--- src/rtl/perf_pkg.sv ---
// Shared constants and sum helpers for perf_counter_bank and its counter cells.
// The PERF_CNT_THRESH_EN macro is consumed by the cell and the top, not here.
package perf_pkg;

    localparam int PERF_NUM_CH = 8;
    localparam int PERF_CNT_W  = 32;
    localparam int PERF_INC_W  = 3;

    localparam int CH_HIT         = 0;
    localparam int CH_MISS        = 1;
    localparam int CH_EVICT       = 2;
    localparam int CH_DIRTY_EVICT = 3;
    localparam int CH_PRED_HIT    = 4;
    localparam int CH_PRED_MISS   = 5;
    localparam int CH_STALE       = 6;

    // Carry out of a w-bit add; operands are zero-extended to 64 bits by the caller.
    function automatic logic perf_carry(input logic [63:0] cnt, input logic [63:0] inc,
                                        input logic [6:0] w);
        logic [64:0] sum;
        sum = {1'b0, cnt} + {1'b0, inc};
        return sum[w];
    endfunction

    function automatic logic [63:0] perf_sum(input logic [63:0] cnt, input logic [63:0] inc,
                                             input logic [6:0] w, input logic sat);
        logic [64:0] sum;
        logic [63:0] lim;
        sum = {1'b0, cnt} + {1'b0, inc};
        lim = (64'd1 << w) - 64'd1;
        if (sum[w]) begin
            return sat ? lim : (sum[63:0] & lim);
        end
        return sum[63:0] & lim;
    endfunction

endpackage

--- src/rtl/perf_counter_cell.sv ---
// One counter channel: live accumulator, shadow copy and sticky overflow.
// Define PERF_CNT_THRESH_EN to add a per-channel threshold with a sticky hit flag.
module perf_counter_cell
    import perf_pkg::*;
#(
    parameter int CNT_W = PERF_CNT_W,
    parameter int INC_W = PERF_INC_W
) (
    input  logic             clk_i,
    input  logic             rst_i,
    input  logic             en_i,
    input  logic [INC_W-1:0] inc_i,
    input  logic             sat_i,
    input  logic             clr_i,
    input  logic             snap_i,
`ifdef PERF_CNT_THRESH_EN
    input  logic             thr_wr_i,
    input  logic [CNT_W-1:0] thr_val_i,
    output logic             thr_hit_o,
`endif
    output logic [CNT_W-1:0] cnt_o,
    output logic [CNT_W-1:0] shadow_o,
    output logic             ovf_o
);

    logic [CNT_W-1:0] cnt_q, cnt_d;
    logic [CNT_W-1:0] shadow_q, shadow_d;
    logic             ovf_q, ovf_d;

    // Shadow captures the pre-update value, so snap with clr reads out before clearing.
    always_comb begin
        cnt_d    = cnt_q;
        ovf_d    = ovf_q;
        shadow_d = snap_i ? cnt_q : shadow_q;
        if (clr_i) begin
            cnt_d = '0;
            ovf_d = 1'b0;
        end else if (en_i && (inc_i != '0)) begin
            cnt_d = CNT_W'(perf_sum(64'(cnt_q), 64'(inc_i), 7'(CNT_W), sat_i));
            if (perf_carry(64'(cnt_q), 64'(inc_i), 7'(CNT_W))) begin
                ovf_d = 1'b1;
            end
        end
    end

    always_ff @(posedge clk_i) begin
        if (rst_i) begin
            cnt_q    <= '0;
            shadow_q <= '0;
            ovf_q    <= 1'b0;
        end else begin
            cnt_q    <= cnt_d;
            shadow_q <= shadow_d;
            ovf_q    <= ovf_d;
        end
    end

    assign cnt_o    = cnt_q;
    assign shadow_o = shadow_q;
    assign ovf_o    = ovf_q;

`ifdef PERF_CNT_THRESH_EN
    logic [CNT_W-1:0] thr_q, thr_d;
    logic             hit_q, hit_d;

    // Compare uses the registered threshold, so a same-cycle write sees the old value.
    always_comb begin
        thr_d = thr_wr_i ? thr_val_i : thr_q;
        hit_d = clr_i ? 1'b0 : (hit_q | (cnt_q >= thr_q));
    end

    always_ff @(posedge clk_i) begin
        if (rst_i) begin
            thr_q <= '1;
            hit_q <= 1'b0;
        end else begin
            thr_q <= thr_d;
            hit_q <= hit_d;
        end
    end

    assign thr_hit_o = hit_q;
`endif

endmodule

--- src/rtl/perf_counter_bank.sv ---
// Parametrised bank of event counters with snapshot, indexed readout and sticky overflow.
// Define PERF_CNT_THRESH_EN to add per-channel threshold registers and thr_hit_o.
module perf_counter_bank
    import perf_pkg::*;
#(
    parameter int NUM_CH = PERF_NUM_CH,
    parameter int CNT_W  = PERF_CNT_W,
    parameter int INC_W  = PERF_INC_W,
    parameter int SEL_W  = 3
) (
    input  logic                    clk_i,
    input  logic                    rst_i,
    input  logic [NUM_CH*INC_W-1:0] ev_inc_i,
    input  logic [NUM_CH-1:0]       ch_en_i,
    input  logic                    cfg_sat_i,
    input  logic                    clr_i,
    input  logic                    snap_i,
    output logic                    snap_done_o,
    input  logic                    rd_req_i,
    input  logic [SEL_W-1:0]        rd_sel_i,
    input  logic                    rd_shadow_i,
    output logic                    rd_valid_o,
    output logic [CNT_W-1:0]        rd_data_o,
`ifdef PERF_CNT_THRESH_EN
    input  logic                    thr_wr_i,
    input  logic [SEL_W-1:0]        thr_sel_i,
    input  logic [CNT_W-1:0]        thr_val_i,
    output logic [NUM_CH-1:0]       thr_hit_o,
`endif
    output logic [NUM_CH-1:0]       ovf_o,
    output logic                    ovf_any_o
);

    localparam int NUM_SLOT = 1 << SEL_W;

    // Slots past NUM_CH read as zero, which covers out-of-range selects.
    logic [CNT_W-1:0]  live   [NUM_SLOT];
    logic [CNT_W-1:0]  shadow [NUM_SLOT];
    logic [NUM_CH-1:0] ovf;

    for (genvar i = 0; i < NUM_SLOT; i++) begin : g_slot
        if (i < NUM_CH) begin : g_cell
            perf_counter_cell #(
                .CNT_W(CNT_W),
                .INC_W(INC_W)
            ) u_cell (
                .clk_i    (clk_i),
                .rst_i    (rst_i),
                .en_i     (ch_en_i[i]),
                .inc_i    (ev_inc_i[i*INC_W +: INC_W]),
                .sat_i    (cfg_sat_i),
                .clr_i    (clr_i),
                .snap_i   (snap_i),
`ifdef PERF_CNT_THRESH_EN
                .thr_wr_i (thr_wr_i && (thr_sel_i == SEL_W'(i))),
                .thr_val_i(thr_val_i),
                .thr_hit_o(thr_hit_o[i]),
`endif
                .cnt_o    (live[i]),
                .shadow_o (shadow[i]),
                .ovf_o    (ovf[i])
            );
        end else begin : g_pad
            assign live[i]   = '0;
            assign shadow[i] = '0;
        end
    end

    logic             rd_valid_q, rd_valid_d;
    logic [CNT_W-1:0] rd_data_q, rd_data_d;
    logic             snap_done_q, snap_done_d;
    logic             ovf_any_q, ovf_any_d;

    always_comb begin
        rd_valid_d  = rd_req_i;
        rd_data_d   = rd_data_q;
        snap_done_d = snap_i;
        ovf_any_d   = |ovf;
        if (rd_req_i) begin
            rd_data_d = rd_shadow_i ? shadow[rd_sel_i] : live[rd_sel_i];
        end
    end

    always_ff @(posedge clk_i) begin
        if (rst_i) begin
            rd_valid_q  <= 1'b0;
            rd_data_q   <= '0;
            snap_done_q <= 1'b0;
            ovf_any_q   <= 1'b0;
        end else begin
            rd_valid_q  <= rd_valid_d;
            rd_data_q   <= rd_data_d;
            snap_done_q <= snap_done_d;
            ovf_any_q   <= ovf_any_d;
        end
    end

    assign rd_valid_o  = rd_valid_q;
    assign rd_data_o   = rd_data_q;
    assign snap_done_o = snap_done_q;
    assign ovf_any_o   = ovf_any_q;
    assign ovf_o       = ovf;

endmodule

--- config.mk ---
export PLATFORM = sky130hd
export DESIGN_NAME = perf_counter_bank
export DESIGN_NICKNAME = d
export VERILOG_FILES = /design/src/rtl/perf_pkg.sv /design/src/rtl/perf_counter_cell.sv /design/src/rtl/perf_counter_bank.sv
export SDC_FILE = /design/constraint.sdc
export NUM_CORES = 1
export LEC_CHECK = 0
export BUFFER_PORTS_ARGS = -buffer_cell sky130_fd_sc_hd__buf_2
export CORE_ASPECT_RATIO = 0.75
export CORE_MARGIN = 3
export CORE_UTILIZATION = 52
export CTS_BUF_LIST = sky130_fd_sc_hd__clkbuf_16
export DETAILED_ROUTE_END_ITERATION = 10
export PLACE_DENSITY = 0.71
export SYNTH_ARGS = -nofsm -noshare
export SYNTH_HDL_FRONTEND = slang
export SYNTH_HIERARCHICAL = 1
export SYNTH_SLANG_ARGS = --single-unit
--- constraint.sdc ---
create_clock -name clk_i -period 4.6 [get_ports clk_i]
set_input_delay 0.23 -clock clk_i [delete_from_list [all_inputs] [get_ports clk_i]]
set_output_delay 0.23 -clock clk_i [all_outputs]
set_load 0.03 [all_outputs]
==> impl_metrics.tcl <==
set metrics [dict create \
    regToRegStartpoint "g_slot[7].g_cell.u_cell/cnt_o[0]$_SDFFE_PP0P_" \
    ant_nets 0 \
    pin_count 85 \
    fin_setup_tns_ps 0 \
    dp_hpwl_mm 60.4 \
    synthCells 3061 \
    cp_slowest_cell "or3_1" \
    synthXorXnorAreaFrac_pct 5.51 \
    htree_num_levels 2 \
    die_height_microns 208 \
    max_slew_margin_pct 17.9 \
    hold_viol 0 \
    cp-startpoint "g_slot[7].g_cell.u_cell/cnt_o[0]$_SDFFE_PP0P_" \
    synth_compound_area_share_pct 11.1 \
    maxSlewViolCount 0 \
    clk_root_buffer_cell "clkbuf_16" \
    drt_pass1_iterations 6 \
    maxCapViolations 0 \
    fin_crit_sh_pct 62.3 \
    finalCriticalPeriod_ps 2870 \
    yosysSeqAreaShare_pct 39.2 \
    synth-edff-count 0 \
    synth_top_family_by_area "simple AND/OR/NAND/NOR gates" \
    fin_util_pct 56.9 \
    p_leak_nw 11.7 \
    routed_wl_mm 84.0 \
    crit_path_end_kind "flop" \
    start_kind "flop" \
    area_delta_synth_final_pct 7.43 \
    synth_area_sq_mm 0.0283 \
    fmax_ghz 0.349 \
    cp_num_buf_inv 0 \
    ys_async_sr_fraction_pct 0 \
    crit_chain "ha_1, fa_1, a21oi_1, or3_1, or3_1, a21oi_1" \
    synth_warnings 6 \
    pwr-share-clk_pct 43.7 \
    final_layout_size_suffix_gt1_share_pct 11.1 \
    place_inst 3659 \
    ys_seq_elements 555 \
    gr-total-overflow 0 \
    critPathTopFamily "simple AND/OR/NAND/NOR gates" \
    grt_pass1_wl_mm 128 \
    clock_latency_ps 620 \
    dieArea_sq_mm 0.0573 \
    drc 0 \
    track_usage_pct 28.5 \
    dpl_worst_slack_ps 1720 \
    tritoncts "yes" \
    rsz0062_at_grt "no" \
    p_per_area_mw_per_mm2 325 \
    skew_ps 18.4 \
    synthDistinctLibCells 52 \
    grt_max_degree 105 \
    critPathArrivalTime_ps 3300 \
    seqPwrFrac_pct 49.4 \
    die_w_microns 275 \
    floorplan.rows 73 \
    synth_area_per_cell_sq_um 9.25 \
    portBuffers 84 \
    synth-adder-area-share_pct 1.63 \
    syn-num-nets 3135 \
    critPathMaxFanout 25 \
    path_clk_slew_ps 60 \
    crit_required_ps 5030 \
    critPathMaxStageDelay_ps 980 \
    drtIter0Drc 2970 \
    viasPerCell 6.24 \
    antenna_found_initial 1 \
    fin_nets 3079 \
    gp_congestion 0.949 \
    peakVddDrop_mv 0.266 \
    crit_type "reg -> reg" \
    finalSetupViolCount 0 \
    antennaDiodeCount 0 \
    synthSimpleGateAreaFrac_pct 19.2 \
    grt_pass1_vias 21600 \
    setup_slack_ps 1730 \
    numCtsBuffers 55 \
    core_sq_mm 0.0534 \
    postCtsSetupBuffers 0 \
    power_mw 9.88 \
    p_sw_mw 2.40 \
    fillerInstances 4623 \
    synthFlopType "dfxtp_1" \
    drt-wirelength-per-cell_microns 22.3 \
    worstMarginPinSlew_ps 1230 \
    clock-sinks 555 \
    p_comb_share_pct 6.9 \
    vias 23500 \
    synth.area.mux_share_pct 18.8 \
    cts.path.max_buffers 3 \
    initial_core_util_pct 53.0 \
    swShare_pct 24.2 \
    intPower_mw 7.49 \
    status "complete, no violations" \
    instances_no_fill 3760 \
    min_from "ev_inc_i[12]" \
    holdCritPathClass "in -> reg" \
]
[timing repair]
| action | in CTS | in global routing |
|---|---|---|
| hold buffers | 1 | 0 |
| hold endpoints to repair | 1 | 0 |
| resized for setup | 0 | 0 |
[worst reg2reg max path, stage by stage, from the launching register on]
cell and delay, ps:
dfxtp_1 340, ha_1 220, fa_1 410, a21oi_1 260, or3_1 320, or3_1 980, a21oi_1 170
[cells in the final DEF (no fill, tap or decap), types with 56 or more instances in the layout]
cell type    n
xor2_1     108
clkbuf_16   56
nor2_1     304
a21oi_1    239
nand2_1    178
dfxtp_1    555
mux2i_1    532
nand3_1    188
a21oi_2     66
nor4_1      56
a22oi_1     64
buf_2       81
xnor2_1     70
nand4_1     58
[synth_stat cells, types with 14 or more instances]
library cell  instances  area, sq um
nor4_1               56          350
a22oi_1              64          480
o21ai_0              26          130
clkbuf_1             98          368
mux2i_1             532         5330
and4_1               20          175
xor2_1              108          946
a21oi_1             239         1200
nor3_1               40          200
and3_1               32          200
buf_6                32          360
buf_1                42          158
buf_4                25          188
nor2_1              306         1150
or2_2                14         87.6
ha_1                 24          300
xnor2_1              70          613
buf_2                22          110
nand3_1             188          941
a21oi_2              66          578
dfxtp_1             555        11100
nand4_1              58          363
a311oi_1             24          210
nand2_1             178          668
or3_1                14         87.6
a31oi_1              42          263
nand3_2              24          240
[stage by stage]
stage	area, sq um	hold WS (ps)
2_1_floorplan	28300	299
3_3_place_gp	28700	437
3_5_place_dp	28700	444
4_1_cts	30400	28.7
5_1_grt	30400	92.2
6_report	30400	56.4
[sequential cells by signal, summed over array words and instances, names as in the netlist]
register,cells
rd_valid_o,1
g_slot.g_cell.u_cell/ovf_o,8
g_slot.g_cell.u_cell/shadow_o,256
snap_done_o,1
rd_data_o,32
ovf_any_o,1
g_slot.g_cell.u_cell/cnt_o,256
[cell families (layout without fill, tap and decap cells)]
family | after synthesis | after routing
and+or+nand+nor | 1035 | 1035
DFF | 555 | 555
muxes | 532 | 532
AOI/OAI and AO/OA | 495 | 495
buffers and inverters | 234 | 221
xor gates and xnor gates | 178 | 178
adders and majority gates | 32 | 32
[cell type report]
class	count	area (sq um)	area share, %
Multi-Input combinational cell	2272	16000	52.5
Sequential cell	555	11100	36.5
Clock buffer	56	1400	4.61
Tap cell	712	891	2.93
Timing Repair Buffer	113	719	2.37
Clock inverter	44	299	0.983
Inverter	8	30.0	0.0987
[path summary, 6_finish.rpt]
| path | depth (start not counted) | to | slack (ps) |
|---|---|---|---|
| setup reg to reg | 6 | g_slot[7].g_cell.u_cell/cnt_o[18]$_SDFFE_PP0P_ | 1730 |
| setup / recovery | 6 | g_slot[7].g_cell.u_cell/cnt_o[18]$_SDFFE_PP0P_ | 1730 |
| hold reg to reg | 2 | rd_data_o[4]$_SDFFE_PP0P_ | 460 |
| hold / removal | 4 | g_slot[4].g_cell.u_cell/cnt_o[0]$_SDFFE_PP0P_ | 60 |
[power groups by stage]
stage               registers (mW)  clock network (mW)  logic [mW]
floorplan                     5.00                   0       0.481
global placement              4.98                   0       0.659
detailed placement            4.98                   0       0.674
CTS                           4.88                4.39       0.675
global route                  4.88                4.59       0.726
finish                        4.88                4.32       0.683
[layer usage]
| layer | wire length, microns | up-vias | share of wire (%) | GRT usage (%) |
|---|---|---|---|---|
| met5 | 0 | - | 0 | 0 |
| met4 | 2550 | 0 | 3.0 | 8.64 |
| met3 | 8560 | 113 | 10 | 5.23 |
| met2 | 33200 | 997 | 39 | 38.1 |
| met1 | 39700 | 11400 | 47 | 45.3 |
| li1 | - | 10900 | - | - |
Power figures use the tool's default switching activity.
